`config.mk`:
```
export PLATFORM = sky130hd
export DESIGN_NAME = rx_frame_capture
export DESIGN_NICKNAME = d
export VERILOG_FILES = /design/src/rtl/rx_frame_capture.sv
export SDC_FILE = /design/constraint.sdc
export NUM_CORES = 1
export LEC_CHECK = 0
export CORE_ASPECT_RATIO = 0.75
export CORE_UTILIZATION = 35
export DETAILED_ROUTE_END_ITERATION = 12
export GPL_TIMING_DRIVEN = 0
export PLACE_DENSITY = 0.52
export SLEW_MARGIN = 15
export SYNTH_ARGS = -nofsm -noshare
export SYNTH_HDL_FRONTEND = slang
export SYNTH_SLANG_ARGS = --single-unit
```
`constraint.sdc`:
```
create_clock -name clk -period 2.59 [get_ports clk]
set_input_delay 0.777 -clock clk [delete_from_list [all_inputs] [get_ports clk]]
set_output_delay 0.777 -clock clk [all_outputs]
set_load 0.005 [all_outputs]
```
`src/rtl/rx_frame_capture.sv`:
```
// UART Rx frame capture: deserializes bits flagged by the Rx FSM, checks parity and stop,
// and queues finished frames in a small FIFO with a valid/ready head and a sticky overrun flag.
module rx_frame_capture #(
  parameter int DATA_BITS  = 8,
  parameter int PARITY_EN  = 1,
  parameter int PARITY_ODD = 0,
  parameter int FIFO_DEPTH = 4
) (
  input  logic                 clk,
  input  logic                 reset,
  input  logic                 serial_in,
  input  logic                 sampling_strobe,
  input  logic                 data_is_available,
  input  logic                 is_parity_stage,
  input  logic                 data_is_valid,
  output logic [DATA_BITS-1:0] rx_data,
  output logic                 rx_parity_err,
  output logic                 rx_frame_err,
  output logic                 rx_valid,
  input  logic                 rx_ready,
  output logic                 rx_overrun,
  input  logic                 clear_overrun
);

  localparam int AW   = $clog2(FIFO_DEPTH);
  localparam int CW   = AW + 1;
  localparam int BCW  = $clog2(DATA_BITS + 1);
  localparam int EW   = DATA_BITS + 2;

  typedef logic [EW-1:0] entry_t;

  logic [DATA_BITS-1:0] shreg_q, shreg_d;
  logic [BCW-1:0]       bit_cnt_q, bit_cnt_d;
  logic                 extra_q, extra_d;
  logic                 par_bit_q, par_bit_d;
  logic                 par_seen_q, par_seen_d;
  logic [AW-1:0]        wr_ptr_q, wr_ptr_d;
  logic [AW-1:0]        rd_ptr_q, rd_ptr_d;
  logic [CW-1:0]        count_q, count_d;
  logic                 overrun_q, overrun_d;
  entry_t               mem_q [FIFO_DEPTH];
  entry_t               mem_d [FIFO_DEPTH];

  logic                 take_data, take_par, take_stop;
  logic                 full, pop, push_ok, drop;
  logic                 frame_err_w, parity_err_w;
  logic [DATA_BITS:0]   shift_w;
  entry_t               head;

  assign take_data = sampling_strobe & data_is_available;
  assign take_par  = sampling_strobe & is_parity_stage;
  assign take_stop = sampling_strobe & data_is_valid;
  assign shift_w   = {serial_in, shreg_q};

  assign full    = (count_q == CW'(FIFO_DEPTH));
  assign pop     = rx_valid & rx_ready;
  // A push into a full FIFO still lands when the same edge pops the head.
  assign push_ok = take_stop & (~full | pop);
  assign drop    = take_stop & full & ~pop;

  assign frame_err_w  = ~serial_in | (bit_cnt_q != BCW'(DATA_BITS)) | extra_q;
  assign parity_err_w = (PARITY_EN != 0) &
                        (~par_seen_q | ((^shreg_q) ^ par_bit_q ^ (PARITY_ODD != 0)));

  always_comb begin
    shreg_d    = shreg_q;
    bit_cnt_d  = bit_cnt_q;
    extra_d    = extra_q;
    par_bit_d  = par_bit_q;
    par_seen_d = par_seen_q;
    wr_ptr_d   = wr_ptr_q;
    rd_ptr_d   = rd_ptr_q;
    count_d    = count_q;
    mem_d      = mem_q;

    if (take_data) begin
      shreg_d = shift_w[DATA_BITS:1];
      if (bit_cnt_q == BCW'(DATA_BITS)) extra_d = 1'b1;
      else                              bit_cnt_d = BCW'(bit_cnt_q + BCW'(1));
    end

    if (take_par) begin
      par_bit_d  = serial_in;
      par_seen_d = 1'b1;
    end

    if (take_stop) begin
      shreg_d    = '0;
      bit_cnt_d  = '0;
      extra_d    = 1'b0;
      par_bit_d  = 1'b0;
      par_seen_d = 1'b0;
    end

    if (push_ok) begin
      mem_d[wr_ptr_q] = {parity_err_w, frame_err_w, shreg_q};
      wr_ptr_d        = AW'(wr_ptr_q + AW'(1));
    end
    if (pop) rd_ptr_d = AW'(rd_ptr_q + AW'(1));

    case ({push_ok, pop})
      2'b10:   count_d = CW'(count_q + CW'(1));
      2'b01:   count_d = CW'(count_q - CW'(1));
      default: count_d = count_q;
    endcase

    if (drop)               overrun_d = 1'b1;
    else if (clear_overrun) overrun_d = 1'b0;
    else                    overrun_d = overrun_q;
  end

  always_ff @(posedge clk or negedge reset) begin
    if (!reset) begin
      shreg_q    <= '0;
      bit_cnt_q  <= '0;
      extra_q    <= 1'b0;
      par_bit_q  <= 1'b0;
      par_seen_q <= 1'b0;
      wr_ptr_q   <= '0;
      rd_ptr_q   <= '0;
      count_q    <= '0;
      overrun_q  <= 1'b0;
    end else begin
      shreg_q    <= shreg_d;
      bit_cnt_q  <= bit_cnt_d;
      extra_q    <= extra_d;
      par_bit_q  <= par_bit_d;
      par_seen_q <= par_seen_d;
      wr_ptr_q   <= wr_ptr_d;
      rd_ptr_q   <= rd_ptr_d;
      count_q    <= count_d;
      overrun_q  <= overrun_d;
    end
  end

  // Storage needs no reset: the head is masked to zero whenever the FIFO is empty.
  always_ff @(posedge clk) begin
    mem_q <= mem_d;
  end

  assign head          = mem_q[rd_ptr_q];
  assign rx_valid      = (count_q != '0);
  assign rx_data       = rx_valid ? head[DATA_BITS-1:0] : '0;
  assign rx_frame_err  = rx_valid & head[DATA_BITS];
  assign rx_parity_err = rx_valid & head[DATA_BITS+1];
  assign rx_overrun    = overrun_q;

endmodule

```
==> impl_results.md, run 1 <==
- Outcome: complete, no violations
- First-pass GRT wire length: roughly 8700 um
- Routed wire length: around 5400 um
- Slew margin rel.: 0.601
- H-tree levels: 3
- Highest Signal Layer: met4
- Via count: approximately 1.6k
- MaxCap Viol Count: 0
- Crit path to: rx_valid
- Vias per cell: 4.89
- # rows: 27
- Antenna Nets Post-Route: 0
- Core ar.: roughly 0.0075 mm^2
- Unrepaired setup endpoints after global routing: true
- CP Max Fanout: 10
- Cell Area, Synth: roughly 0.0028 mm^2
- Initial antenna violation count: 0
- Fillcell total: between 600 and 700
- Share of layout cells above drive strength 1: 0.278
- FF-to-FF End: count_q[2]
- Pin count of the biggest net entering global routing: 24
- DRT Pass-1 Iters: 4
- Leading cell type in the layout, fill and taps excluded: edfxtp_1
- Worst-margin pin slew: approximately 600 ps
- Max VDD drop: 0.000259 V
- Ys Warns: 0
- Crit path required time: 1810 ps
- Skew final: between 6 and 7 ps
- Root buf cell: clkbuf_8
- Clock slew seen by the registers of the worst setup and hold paths: 70 ps
- FF-to-FF setup slack: 210 ps
- Multi-input gate area in the final layout: about 940 um^2
- WP data arrival: 1750 ps
- Die H: a little under 80 um
- Hold buffers post-CTS: 0
- CP Launch Type: flop
- Deepest clock path buffer count: 2
- CTS tree: built
- Die ar.: 0.00831 mm^2
- Leak: 1.35 nW
- Share of the yosys chip area belonging to registers: 0.639
- Post-synthesis cell type count: 37
- Worst Setup SP: count_q[1]
- Seq cells post-synth: 63
- Final count of hold timing violations: 0
- Gpl congestion: roughly 0.76
- Fin nets: roughly 240
- Max-slew violation count: 0
- Mapped Avg Cell Area: between 15 and 20 um^2
- Worst reg2reg path depth: 10
- Post-Syn Instances: roughly 180
- WL/cell: between 15 and 20 um
- Mapped Nets: 195
- Dpl cell area: 0.00310 mm^2
- Final instance area: 0.00340 mm^2
- Port-buffer cells: 19
- Ports: 21
- Wire length on met1: 2530 um
- Hold Path Class: primary input to async pin
- WL met3: 203 um
- DR iter-0 viols: 32
- Die width: roughly 100 um
- Final period util: 0.977
- Antenna diodes: 0
- Pwr per Cell Area: 923 mW/mm^2
- Critical path class: flop to output port
- Detailed placement HPWL: 3550 um
- Fmax achieved: around 400 MHz
- Met2 wire length: 2590 um
- Critical Path End Type: output port
- Minimum clock period: roughly 2500 ps
- Setup violation total in the final timing report: 0
- Cell taking the most area after synthesis: edfxtp_1
- GRT Total Usage: 0.145
- Setup_tns: 0 ps
- Skew-Pair Late Insertion Delay: 340 ps
- Reg area: around 0.0018 mm^2
- Sink Count: 63
- Most frequent cells in the layout: 40 x edfxtp_1, 22 x dfrtp_1, 11 x inv_1, 11 x and2_1, 11 x buf_2
- Grt ovf: 0
- Share of the synthesized area in the top cell type: 0.432
- Ranking of synthesized cells by area: edfxtp_1 43%, dfrtp_1 21%, mux4_2 8.1%
- Final Util: 0.454
- Initial Utilization: 0.371
- Vias in the first global route: 1,659
- DR DRC count: 0
- Num CTS Buffers: 9
- FF-to-FF Start: count_q[0]
- Area growth from synthesis to layout: 22.4%
[worst max-delay path, cell delays in order (launching register included)]
cell	delay, ps
dfrtp_1	380
or3_4	410
clkbuf_8	180
clkdlybuf4s50_1	440
[stage by stage]
| step | hold WS [ps] | power (mW) | worst slack (ps) | instances |
|---|---|---|---|---|
| 2_1_floorplan | 447 | 1.87 | 106 | 178 |
| 3_3_place_gp | 465 | 2.23 | -440 | 298 |
| 3_5_place_dp | 495 | 2.27 | -550 | 298 |
| 4_1_cts | 514 | 3.16 | 1.92 | 326 |
| 5_1_grt | 431 | 3.32 | -11.5 | 328 |
| 6_report | 405 | 3.14 | 58.6 | 328 |
[layer usage]
metal / up-vias / track usage
li1: 747 / -
met1: 821 / 0.177
met2: 27 / 0.242
met3: 10 / 0.0501
met4: 0 / 0.0507
met5: - / 0
[cell families (layout without fill, tap and decap cells)]
kind of cell,Yosys count,count (layout),synth area share
flops,63,63,0.639
simple gates,37,37,0.0882
compound gates,26,26,0.0635
buf+inv,19,68,0.0284
mux,14,14,0.0977
xor+xnor,11,11,0.0446
fa+ha+maj,8,8,0.0387
[timing repair]
item                                    4_1_cts  5_1_grt
gates cloned                                  1        0
endpoints found under the setup margin       12       11
pin swaps                                    13        3
gates resized for setup                      51        6
buffers inserted                             11        2
[flip-flops by register name, indices dropped and copies added (netlist names)]
name        flops
extra_q         1
rd_ptr_q        2
shreg_q         8
mem_q          40
par_bit_q       1
bit_cnt_q       4
count_q         3
wr_ptr_q        2
rx_overrun      1
par_seen_q      1
[cell type report]
type	instances	share of cell area
sequential	63	0.522
buffer	8	0.0176
clock inverter	5	0.00772
tap	101	0.0371
timing repair buffer	33	0.0868
multi-input combinational	96	0.278
clock buffer	11	0.0386
inverter	11	0.0121
[how the worst min path moves through the flow]
| stage | from | to | slack (ps) |
|---|---|---|---|
| finish | reset | count_q[0] | 410 |
| global route | reset | count_q[1] | 430 |
| CTS | count_q[2] | count_q[2] | 510 |
| detailed placement | count_q[2] | count_q[2] | 500 |
| global placement | count_q[2] | count_q[2] | 470 |
| floorplan | count_q[2] | count_q[2] | 450 |
[where the power goes]
group / internal (mW) / switching, mW
combinational: 0.698 / 0.453
clock: 0.339 / 0.355
sequential: 1.21 / 0.0830
total: 2.25 / 0.891
[synthesized netlist by cell type (all sizes together)]
master    n
nand4     2
and3b     2
and2     15
edfxtp   40
dfrtp    23
a31oi     2
nand2b    1
clkbuf    4
nand3b    2
nand2     2
fa        1
o21ai     5
a21oi     6
or3       1
nand3     1
xor2      4
or4b      1
mux2i     2
buf       4
inv      11
xnor2     5
or3b      1
ha        7
mux2      2
xnor3     2
nor2      2
o211ai    2
mux4     10
o2bb2ai   4
nor2b     5
and3      2
o22ai     1
a22o      6
(Power assumes the default switching activity.)
==> run 2: changes to the inputs <==
Settings changed: SETUP_SLACK_MARGIN set to 0.2.
==> run 2 against run 1 <==
  * Total power up 9.7%
  * Non-clock buffer count unchanged
  * Register-to-register slack improved by 120 ps
  * Cell count is the same
  * Wire length rose by 3.0%
  * Fmax grew 0.29%
  * Core utilization rose by 1.5 points
  * Combinational power rose by 13%
==> impl_results.md, run 2 (same netlist as run 1, synthesis figures left out) <==
- Critical Path End Type: output port
- Pwr per Cell Area: 980 mW/mm^2 (+6.2%)
- Final period util: 0.975 (-0.00286)
- Fin nets: 239 (unchanged)
- Share of layout cells above drive strength 1: 0.326 (+0.0485)
- # placed instances: 298 (unchanged)
- MaxCap Viol Count: 0 (unchanged)
- Worst-margin pin slew: 560 ps (-38.8 ps)
- CP top delay family: multiplexers
- Slowest CP cell: mux4_2
- Max-slew violation count: 0 (unchanged)
- Skew-Pair Late Insertion Delay: 330 ps (about the same)
- First-pass GRT wire length: 9080 um (+4.3%)
- Setup_tns: 0 ps (unchanged)
- Design Power: 3.45 mW (+9.7%)
- DR DRC count: 0 (unchanged)
- WP data arrival: 1750 ps (about the same)
- Most frequent cells in the layout: 40 x edfxtp_1, 22 x dfrtp_1, 13 x buf_6
- GRT Total Usage: 0.151 (+0.00568)
- Root buf cell: clkbuf_8
- H-tree levels: 3 (unchanged)
- Die H: 79.2 um (unchanged)
- CP Depth: 5 (+2)
- FF-to-FF setup slack: 330 ps (+120 ps)
- Vias per cell: 4.90 (+0.19%)
- Hold Path Class: primary input to async pin
- FF-to-FF End: count_q[2]
- Setup violation total in the final timing report: 0 (unchanged)
- CP Buf/Inv Count: 3 (+1)
- Port-buffer cells: 19 (unchanged)
- DRT Pass-1 Iters: 4 (unchanged)
- Outcome: complete, no violations
- Sw Share: 0.266 (-0.0178)
- Combinational share of power: 0.376 (+0.010)
- Area growth from synthesis to layout: 26.4%
- Num CTS Buffers: 9 (unchanged)
- Crit path required time: 1810 ps (about the same)
- Routed wire length: 5560 um (+3.0%)
- Gpl congestion: 0.783 (+3.1%)
- Initial antenna violation count: 0 (unchanged)
- Seq pwr share: 0.377 (-0.036)
- Clock Power Share: 0.247 (+0.026)
- Leading cell type in the layout, fill and taps excluded: edfxtp_1
- Pin count of the biggest net entering global routing: 24 (unchanged)
- Clock slew seen by the registers of the worst setup and hold paths: 70 ps (about the same)
- CP Launch Type: flop
- Worst setup margin: 66.0 ps (+7.41 ps)
- CTS tree: built
- Slew margin rel.: 0.627 (+0.0259)
- Antenna diodes: 0 (unchanged)
- Via count: 1,608 (+0.19%)
- Die ar.: 0.00831 mm^2 (unchanged)
- Pint: 2.53 mW (+12%)
- Post-Layout Cell Count: 328 (unchanged)
- Biggest regs: mem_q: 40 flops, shreg_q: 8 flops, bit_cnt_q: 4 flops
- Final Util: 0.469 (+0.0148)
- Max reg flops: 40 (unchanged)
- Worst slack at placement: -491 ps (+59.1 ps)
- Core ar.: 0.00750 mm^2 (unchanged)
- Fmax achieved: 396 MHz (+0.29%)
- Antenna Nets Post-Route: 0 (unchanged)
- Minimum clock period: 2520 ps (-7.41 ps)
- Fillcell total: 685 (unchanged)
- Unrepaired setup endpoints after global routing: true
- CP max stage delay: 470 ps (+30 ps)
- Deepest clock path buffer count: 2 (unchanged)
- Skew final: 5.15 ps (-1.71 ps)
- FF-to-FF Start: count_q[0]
- Initial Utilization: 0.371 (unchanged)
- Detailed placement HPWL: 3600 um (+1.4%)
- Leak: 1.39 nW (+3.4%)
- Vias in the first global route: 1,735 (+4.6%)
- DR iter-0 viols: 69 (+120%)
- WL/cell: 17.0 um (+3.0%)
- CP Cell Sequence: clkbuf_16 > buf_6 > mux4_2 > and2_1 > buf_2
- Grt ovf: 0 (unchanged)
- Final count of hold timing violations: 0 (unchanged)
- Worst reg2reg path depth: 10 (unchanged)
- Critical path class: flop to output port
- Max VDD drop: 0.000322 V (+24%)
- Ports: 21 (unchanged)
- Die width: 105 um (unchanged)
- # rows: 27 (unchanged)
- Sw Pwr: 0.916 mW (+2.8%)
- CP Max Fanout: 3 (-7)
- Largest reg by FF count: mem_q
- Sink Count: 63 (unchanged)
-- run 2: changes by cell type in the layout (fill, tap and decap cells not counted), moves of 3 or more --
cell	before	now
clkinv_2	3	0
buf_6	4	13
and2_2	0	3
and2_1	11	5
buf_2	11	8
and2_4	4	7
-- run 2: worst max-delay path by stage --
stage | end | startpoint | slack (ps)
6_report | rx_data[6] | rd_ptr_q[0] | 70
5_1_grt | rx_data[6] | rd_ptr_q[0] | -20
4_1_cts | rx_data[1] | rd_ptr_q[0] | 20
3_5_place_dp | count_q[2] | rx_ready | -490
3_3_place_gp | count_q[2] | rx_ready | -400
2_1_floorplan | count_q[2] | rx_ready | 130
-- run 2: area by class of cell --
| class | count | area (um^2) | share of cell area |
|---|---|---|---|
| buffer | 8 | 71.3 | 0.0203 |
| clock buffer | 13 | 159 | 0.0452 |
| multi-input combinational | 96 | 966 | 0.275 |
| inverter | 11 | 41.3 | 0.0117 |
| tap | 101 | 126 | 0.0360 |
| sequential | 63 | 1780 | 0.506 |
| clock inverter | 3 | 41.3 | 0.0117 |
| timing repair buffer | 33 | 332 | 0.0943 |
-- run 2: power by group through the flow --
stage / sequential [mW] / combinational (mW) / clock [mW]
floorplan: 1.29 / 0.585 / 0
global placement: 1.30 / 0.923 / 0
detailed placement: 1.32 / 0.954 / 0
CTS: 1.30 / 1.26 / 0.876
global route: 1.32 / 1.41 / 0.928
finish: 1.30 / 1.30 / 0.850
-- run 2: per-stage QoR --
stage | cell area (um^2) | hold WS, ps
3_3_place_gp | 3100 | 463
4_1_cts | 3490 | 503
3_5_place_dp | 3100 | 482
2_1_floorplan | 2790 | 444
5_1_grt | 3510 | 443
6_report | 3510 | 426
-- run 2: timing repair --
action / CTS / global route
pin swaps: 14 / 4
setup endpoints to repair: 13 / 42
hold buffers: 0 / 0
buffers inserted: 12 / 0
endpoints found under the hold margin: 0 / 0
resized for setup: 72 / 10
gates cloned: 1 / 1
-- run 2: per-layer routing --
metal,vias to the layer above,part of all wire,track usage,wire [um]
met5,-,0,0,0
met4,0,0.0099,0.0423,55
met3,7,0.039,0.0583,217
met2,29,0.49,0.252,2750
met1,824,0.46,0.184,2540
li1,748,-,-,-
==> run 3: changes to the inputs <==
Settings changed: CAP_MARGIN set to 0.
==> results of run 3 <==
The final DEF is identical to that of run 2; final timing and power are the same.
